File: src/rtl/bcd_serial_adder_if.sv
// Handshake and operand/result bundle for the digit-serial BCD adder.
// The master side supplies operands and consumes results; the slave side is the adder.
interface bcd_serial_adder_if #(
   parameter int DIGITS = 4
);
   logic                  in_valid;
   logic                  in_ready;
   logic [4*DIGITS-1:0]   A;
   logic [4*DIGITS-1:0]   B;
   logic                  Cin;
   logic [4*DIGITS-1:0]   Sum;
   logic                  Co;
   logic                  err;
   logic                  out_valid;
   logic                  out_ready;
   logic                  busy;

   modport master (
      output in_valid, A, B, Cin, out_ready,
      input  in_ready, Sum, Co, err, out_valid, busy
   );

   modport slave (
      input  in_valid, A, B, Cin, out_ready,
      output in_ready, Sum, Co, err, out_valid, busy
   );
endinterface

File: src/rtl/bcd_serial_adder.sv
// Digit-serial packed-BCD adder: accepts an operand set, adds one digit per cycle
// LSD first, then holds the result until the downstream side consumes it.
module bcd_serial_adder #(
   parameter int DIGITS = 4
) (
   input  logic                 clk,
   input  logic                 rst,
   bcd_serial_adder_if.slave    bus
);

   localparam int W     = 4 * DIGITS;
   localparam int IDX_W = (DIGITS > 1) ? $clog2(DIGITS) : 1;
   localparam logic [IDX_W-1:0] LAST_IDX = IDX_W'(DIGITS - 1);

   typedef enum logic [1:0] {
      IDLE = 2'd0,
      ADD  = 2'd1,
      DONE = 2'd2
   } state_t;

   state_t            state;
   state_t            nextState;

   logic [W-1:0]      aReg;
   logic [W-1:0]      bReg;
   logic [W-1:0]      sumReg;
   logic              carry;
   logic [IDX_W-1:0]  index;
   logic              coReg;
   logic              errReg;

   logic              accept;
   logic              lastDigit;
   logic              inDigitsBad;
   logic [3:0]        aDigit;
   logic [3:0]        bDigit;
   logic [4:0]        temp;
   logic [3:0]        digitSum;
   logic              digitCarry;

   assign accept    = (state == IDLE) && bus.in_valid;
   assign lastDigit = (index == LAST_IDX);

   // Any nibble above 9 in either operand marks the whole operation as suspect.
   always_comb begin
      inDigitsBad = 1'b0;
      for (int i = 0; i < DIGITS; i++) begin
         if ((bus.A[4*i +: 4] > 4'd9) || (bus.B[4*i +: 4] > 4'd9)) begin
            inDigitsBad = 1'b1;
         end
      end
   end

   // One BCD digit add; invalid nibbles go through the same correction unchanged.
   always_comb begin
      aDigit     = aReg[4*index +: 4];
      bDigit     = bReg[4*index +: 4];
      temp       = {1'b0, aDigit} + {1'b0, bDigit} + {4'b0000, carry};
      digitSum   = temp[3:0];
      digitCarry = 1'b0;
      if (temp > 5'd9) begin
         digitSum   = 4'(temp - 5'd10);
         digitCarry = 1'b1;
      end
   end

   always_ff @(posedge clk) begin
      if (rst) begin
         state <= IDLE;
      end else begin
         state <= nextState;
      end
   end

   // Next-state and handshake outputs; out_ready only matters in DONE.
   always_comb begin
      nextState     = state;
      bus.in_ready  = 1'b0;
      bus.out_valid = 1'b0;
      bus.busy      = 1'b1;
      case (state)
         IDLE: begin
            bus.in_ready = 1'b1;
            bus.busy     = 1'b0;
            if (bus.in_valid) begin
               nextState = ADD;
            end
         end
         ADD: begin
            if (lastDigit) begin
               nextState = DONE;
            end
         end
         DONE: begin
            bus.out_valid = 1'b1;
            if (bus.out_ready) begin
               nextState = IDLE;
            end
         end
         default: begin
            nextState = IDLE;
         end
      endcase
   end

   // Operand capture and the per-digit ripple; results persist until the next accept.
   always_ff @(posedge clk) begin
      if (rst) begin
         aReg   <= '0;
         bReg   <= '0;
         sumReg <= '0;
         carry  <= 1'b0;
         index  <= '0;
         coReg  <= 1'b0;
         errReg <= 1'b0;
      end else begin
         case (state)
            IDLE: begin
               if (accept) begin
                  aReg   <= bus.A;
                  bReg   <= bus.B;
                  carry  <= bus.Cin;
                  index  <= '0;
                  sumReg <= '0;
                  errReg <= inDigitsBad;
               end
            end
            ADD: begin
               sumReg[4*index +: 4] <= digitSum;
               carry                <= digitCarry;
               if (lastDigit) begin
                  coReg <= digitCarry;
               end else begin
                  index <= index + 1'b1;
               end
            end
            default: begin
            end
         endcase
      end
   end

   assign bus.Sum = sumReg;
   assign bus.Co  = coReg;
   assign bus.err = errReg;

endmodule
File: src/flat_wrapper.sv
// flat-port wrapper written by rule: the top's interface ports become plain ports
module bcd_serial_adder_flat 
#(
   parameter int DIGITS = 4
)
  (clk, rst, bus_in_valid, bus_A, bus_B, bus_Cin, bus_out_ready, bus_in_ready, bus_Sum, bus_Co, bus_err, bus_out_valid, bus_busy);
  bcd_serial_adder_if #(.DIGITS(DIGITS)) bus_i ();
  input  logic clk;
  input  logic rst;
  input wire logic [$bits(bus_i.in_valid)-1:0] bus_in_valid;
  input wire logic [$bits(bus_i.A)-1:0] bus_A;
  input wire logic [$bits(bus_i.B)-1:0] bus_B;
  input wire logic [$bits(bus_i.Cin)-1:0] bus_Cin;
  input wire logic [$bits(bus_i.out_ready)-1:0] bus_out_ready;
  output wire logic [$bits(bus_i.in_ready)-1:0] bus_in_ready;
  output wire logic [$bits(bus_i.Sum)-1:0] bus_Sum;
  output wire logic [$bits(bus_i.Co)-1:0] bus_Co;
  output wire logic [$bits(bus_i.err)-1:0] bus_err;
  output wire logic [$bits(bus_i.out_valid)-1:0] bus_out_valid;
  output wire logic [$bits(bus_i.busy)-1:0] bus_busy;
  assign bus_i.in_valid = bus_in_valid;
  assign bus_i.A = bus_A;
  assign bus_i.B = bus_B;
  assign bus_i.Cin = bus_Cin;
  assign bus_i.out_ready = bus_out_ready;
  assign bus_in_ready = bus_i.in_ready;
  assign bus_Sum = bus_i.Sum;
  assign bus_Co = bus_i.Co;
  assign bus_err = bus_i.err;
  assign bus_out_valid = bus_i.out_valid;
  assign bus_busy = bus_i.busy;
  bcd_serial_adder #(.DIGITS(DIGITS)) u_core (.clk(clk), .rst(rst), .bus(bus_i));
endmodule
File: config.mk
export PLATFORM = sky130hd
export DESIGN_NAME = bcd_serial_adder_flat
export DESIGN_NICKNAME = d
export VERILOG_FILES = /design/src/rtl/bcd_serial_adder_if.sv /design/src/rtl/bcd_serial_adder.sv /design/src/flat_wrapper.sv
export SDC_FILE = /design/constraint.sdc
export NUM_CORES = 1
export LEC_CHECK = 0
export ABC_AREA = 1
export ABC_CLOCK_PERIOD_IN_PS = 5300
export BUFFER_PORTS_ARGS = -buffer_cell sky130_fd_sc_hd__buf_2
export CORE_ASPECT_RATIO = 1.25
export CORE_MARGIN = 4
export CORE_UTILIZATION = 46
export DETAILED_ROUTE_END_ITERATION = 10
export HOLD_SLACK_MARGIN = 0.05
export MAX_ROUTING_LAYER = met4
export PLACE_DENSITY = 0.78
export SLEW_MARGIN = 20
export SYNTH_ARGS = -nofsm -noshare
export SYNTH_HDL_FRONTEND = slang
export SYNTH_SLANG_ARGS = --single-unit
File: constraint.sdc
create_clock -name clk -period 5.3 [get_ports clk]
set_input_delay 0.795 -clock clk [delete_from_list [all_inputs] [get_ports clk]]
set_output_delay 0.795 -clock clk [all_outputs]
set_load 0.05 [all_outputs]
Yosys cells after proc, flatten, opt, wreduce, memory -nomap -nowiden
Index checks and enable logic that the tools add are counted.

Input port bits: 37. Word-level logic and storage cells: 67. Output and inout port bits: 21. Bits in registers: 55.

Magnitude comparators: 9. Reduce and logical (&&, ||, !) cells: 12. Add/subtract/negate cells: 5. Shift-type cells: 4. Equal/unequal tests: 8. Multiplexer cells: 21.

Operators with widths (count): negation 4 -> 34 bit (1); variable shift 4 x 34 -> 16 bit (first input constant) (1); indexed part select 4 x 34 -> 16 bit (1); greater-than comparator 4 bit (second input constant) (8); case mux 16 bit (2 select lines) (1); indexed part select 16 x 5 -> 4 bit (2); bitwise mux 16 bit (1); 2-to-1 mux 16 bit (1); 2-to-1 mux 2 bit (5); 2-to-1 mux 1 bit (9); != test 2 bit (second input constant) (3); case mux 2 bit (3 select lines) (1); AND reduction 2 bit (3); AND reduction 3 bit (2); adder 4 x 4 -> 5 bit (1); adder 5 x 1 -> 5 bit (1); greater-than comparator 5 x 4 -> 1 bit (second input constant) (1); == test 2 bit (second input constant) (2); logical OR 1 bit (4); 2-to-1 mux 4 bit (1); != test 2 x 1 -> 1 bit (second input constant) (2); case mux 2 bit (2 select lines) (1); subtractor 4 bit (second input constant) (1); adder 2 x 1 -> 2 bit (second input constant) (1); other kinds (5) (5).

Longest topological paths before layout
Depth after elaboration: 8. Mapped depth: 21. Gate-level depth less buffers: 19.

Worst setup path after synthesis
Ideal clock, no wire load.

Path kind: reg2reg. From: reg u_core.index[0]. To: reg u_core.sumReg[7] (netlist: u_core.bus.Sum[7]). Buffers on the path: 2. Data arrival time: 2.967 ns. Required time: 5.172 ns. Cell stages (with the launch flop): 21. Setup slack: 2.205 ns. Period minus slack after synthesis: 3.095 ns. Library setup time: 0.128 ns. Cells stage by stage: dfxtp_1 -> clkbuf_2 -> clkinv_1 -> buf_2 -> nor2_1 -> o22ai_1 -> fa_1 -> fa_1 -> nand2_1 -> nand2_4 -> ha_1 -> inv_1 -> nor2_1 -> a21oi_4 -> nand2_4 -> nand2_4 -> nand2_4 -> nand4_2 -> nor2_1 -> nor2_1 -> nor2_1.

Cells in the longest elaborated chain, start to end: 8. Elaborated cells between the ends (all ways): 12. Those cells by class: 4 x add/sub; 1 x order compare; 4 x shift; 3 x mux.

RTL lines: from (decl) (line bcd_serial_adder.sv:28) `logic [IDX_W-1:0] index;`; from (signal assigned) (line bcd_serial_adder.sv:134) `index <= index + 1'b1;`; indexed part select 16 x 5 -> 4 bit, on equally long branches (line bcd_serial_adder.sv:56, bcd_serial_adder.sv:57); adder 4 x 4 -> 5 bit (line bcd_serial_adder.sv:58) `temp = {1'b0, aDigit} + {1'b0, bDigit} + {4'b0000, carry};`; adder 5 x 1 -> 5 bit (line bcd_serial_adder.sv:58); subtractor 4 bit / greater-than comparator 5 x 4 -> 1 bit (equally long branches) (line bcd_serial_adder.sv:62, bcd_serial_adder.sv:61); 2-to-1 mux 4 bit (line bcd_serial_adder.sv:61) `if (temp > 5'd9) begin`; indexed part select 4 x 34 -> 16 bit (line bcd_serial_adder.sv:129) `sumReg[4*index +: 4] <= digitSum;`; bitwise mux 16 bit * (line bcd_serial_adder.sv:129); case mux 16 bit (2 select lines) * (line bcd_serial_adder.sv:117) `case (state)`; to (signal, indexed assignment) (line bcd_serial_adder.sv:129); to (decl) (line bcd_serial_adder.sv:26) `logic [W-1:0] sumReg;`.

Every way passes the cells marked *; elsewhere a longest branch is shown, timed or not. A chain may end at the register's enable or synchronous reset.

Final worst setup path
From: reg u_core.index[0]. To: reg u_core.sumReg[14] (netlist: u_core.bus.Sum[14]).

The elaborated chain is that of the path after synthesis.

==> results.py <==
metrics = {
    "final_layout": {
        "area_growth_pct": 14.8,
        "fillCellCount": 560,
        "drive_above_1_share": 0.201,
        "fin_nets": 469,
        "num_antenna_cells": 0,
    },
    "power": {
        "clkPwrFrac": 0.251,
        "swShare": 0.365,
        "powerDensity_nw_per_um2": 368,
        "switchingPower_mw": 0.418,
        "comb_power_share": 0.342,
        "leakagePower_nw": 1.41,
        "pwr-share-seq": 0.407,
        "finalPower_mw": 1.14,
        "vdd_drop_max_uv": 168,
        "internal_power_mw": 0.726,
    },
    "synthesis": {
        "synth_top_area_share": 0.406,
        "yosysSeqAreaShare": 0.406,
        "synth.area.top_cells": "dfxtp_1 (41%), nor2_1 (14%), o21ai_0 (11%)",
        "syn_inst": 374,
        "synth_cell_types": 31,
        "yosys_warnings": 0,
        "yosys.area.top_type": "dfxtp_1",
        "syn_avg_cell_area_sq_um": 7.25,
        "synth.most_common_cell": "nor2_1",
        "syn_nets": 421,
        "netlist_area_sq_um": 2710,
        "ys_seq_elements": 55,
        "synth_edf_count": 0,
        "synthFlopType": "dfxtp_1",
        "synth_commonest_cells": "nor2_1 (99), o21ai_0 (60), dfxtp_1 (55)",
        "synthArstFlopShare": 0,
    },
    "setup_path": {
        "arrival_ns": 4.52,
        "r2r_end": "u_core.bus.Sum[14]",
        "r2r-start": "u_core.index[0]",
        "cp-end-kind": "register",
        "critical_path_class": "reg2reg",
        "cp_max_fo": 27,
        "crit_path_start_kind": "register",
        "reg2regPathDepth": 17,
        "r2r_slack_ns": 1.01,
        "crit_required_ns": 5.53,
    },
    "floorplan": {
        "fp.dieArea_sq_um": 7190,
        "io_pins": 58,
        "floorplan.initialDensity": 0.472,
        "rows": 31,
        "dieHeight_um": 93.8,
        "fp.dieW_um": 76.7,
        "core-area_sq_um": 5740,
    },
    "clock_tree": {
        "clk_pin_slew_ns": 0.10,
        "cts_setup_buffers": 0,
        "root_buffer": "clkbuf_8",
        "h-tree-depth": 2,
        "cts_inserted_buffers": 5,
        "cts.path.max_buffers": 2,
        "clk_latency_ns": 0.31,
        "cts_resized": 0,
        "cts_tree": "done",
        "cts_sinks": 55,
        "cts_hold_buf": 0,
    },
    "drt": {
        "detail-route-antenna-nets": 0,
        "drt_pass1_iterations": 4,
        "via_per_inst": 5.19,
        "routed-via-count": 2538,
        "drtIter0Drc": 150,
        "wirelength_um": 6260,
        "drc_errors": 0,
        "routedWlPerCell_um": 12.8,
    },
    "timing": {
        "max_freq_mhz": 233,
        "fin_crit_sh": 0.809,
        "worst_pin_slew_ns": 1.01,
        "finalHoldViolations": 0,
        "min_period_ns": 4.29,
        "slew_viol_final": 0,
        "finalSetupViolCount": 0,
        "skew_ns": 0.00838,
        "relSlewSlack": 0.325,
        "tns_ns": 0,
        "grt_setup_unrepaired": "no",
        "hold-worst-slack_ns": 0.463,
    },
    "min_path": {
        "hold_class": "reg2reg",
        "hold-path-cell-count": 2,
        "hold_start": "u_core.bus.Sum[12]",
        "hold_path_end": "u_core.bus.Sum[12]",
    },
    "global_route": {
        "antenna_found_initial": 0,
        "grt_start_max_net_pins": 39,
        "grt_pass1_wl_um": 10100,
        "grt.overflow.total": 0,
        "first_global_vias": 2280,
        "track_usage": 0.178,
    },
    "outcome": {
        "status": "completed",
    },
    "placed_design": {
        "portBuffers": 57,
        "hpwl_um": 4770,
        "gp_routability_congestion": 0.853,
    },
    "run": {
        "maxCapViolCount": 0,
    },
}
## placed cells by master, fill, tap and decap left out, drive strengths merged
| master | synthesis | routed |
|---|---|---|
| nand3 | 15 | 15 |
| o21bai | 1 | 1 |
| buf | 10 | 57 |
| inv | 27 | 27 |
| ha | 8 | 8 |
| nand2 | 45 | 45 |
| clkbuf | 6 | 6 |
| fa | 2 | 2 |
| o21ai | 60 | 60 |
| a41oi | 1 | 1 |
| nor4 | 1 | 1 |
| a211oi | 1 | 1 |
| o21a | 1 | 1 |
| o22ai | 8 | 8 |
| a21oi | 19 | 19 |
| a31oi | 1 | 1 |
| bufinv | 0 | 1 |
| dfxtp | 55 | 55 |
| nor2 | 99 | 99 |
| clkinv | 3 | 4 |
| nand3b | 1 | 1 |
| nor3 | 4 | 4 |
| nand4 | 6 | 6 |
## metal layers
metal / vias to the layer above / global-route usage / share of wire
met5: - / - / 0
li1: 1325 / - / -
met2: 57 / 0.323 / 0.51
met3: 12 / 0.0317 / 0.042
met1: 1144 / 0.197 / 0.43
met4: 0 / 0.0604 / 0.021
## flip-flops by register name (all words and copies together), names as in the netlist
signal and cells:
u_core.bus.Co 1, u_core.aReg 16, u_core.index 2, u_core.bus.Sum 16, u_core.bReg 16, u_core.state 2, u_core.bus.err 1, u_core.carry 1
## critical path, cell delays in order, from the launching register on
cell	delay [ns]
dfxtp_1	0.93
clkinv_1	0.67
o21ai_0	0.32
o22ai_1	0.12
fa_1	0.45
fa_1	0.40
nand2_1	0.14
nand2_4	0.08
ha_1	0.23
inv_1	0.08
nor2_1	0.06
a21oi_4	0.14
nand2_4	0.08
nand2_4	0.10
nand2_2	0.06
nand2_2	0.09
nand4_1	0.08
a21oi_1	0.17
## logic make-up (layout without fill, tap and decap cells)
logic type	count (synthesis)	in the layout	synth area share
AOI/OAI and AO/OA	92	92	0.187
adders and majority gates	10	10	0.0517
buffers and inverters	46	95	0.0725
and+or+nand+nor	171	171	0.283
DFF	55	55	0.406
## per-stage QoR
stage	cell area [sq um]	std cells	setup slack [ns]	util
after floorplan	2710	374	2.21	-
after global placement	2990	481	1.31	0.522
after detailed placement	2990	481	1.09	0.522
after CTS	3110	489	1.03	0.542
after global routing	3110	489	0.583	0.542
final	3110	489	1.01	0.542
## area by class of cell
class,count,area [sq um],share of cell area
Multi-Input combinational cell,273,1410,0.454
Sequential cell,55,1100,0.354
Timing Repair Buffer,57,285,0.0917
Inverter,30,113,0.0362
Clock buffer,6,82.6,0.0265
Tap cell,66,82.6,0.0265
Clock inverter,2,35.0,0.0113
## power by group through the flow
stage / logic [mW] / clock network (mW) / registers (mW)
finish: 0.391 / 0.287 / 0.466
detailed placement: 0.387 / 0 / 0.475
floorplan: 0.306 / 0 / 0.478
global route: 0.434 / 0.311 / 0.470
global placement: 0.376 / 0 / 0.474
CTS: 0.391 / 0.292 / 0.466
## how the worst max path moves through the flow
stage | end | from
2_1_floorplan | u_core.bus.Sum[7] | u_core.index[0]
3_3_place_gp | u_core.bus.Sum[15] | u_core.index[0]
3_5_place_dp | u_core.bus.Sum[14] | u_core.index[0]
4_1_cts | u_core.bus.Sum[14] | u_core.index[0]
5_1_grt | u_core.bus.Sum[6] | u_core.index[0]
6_report | u_core.bus.Sum[14] | u_core.index[0]
(Power assumes the default switching activity.)
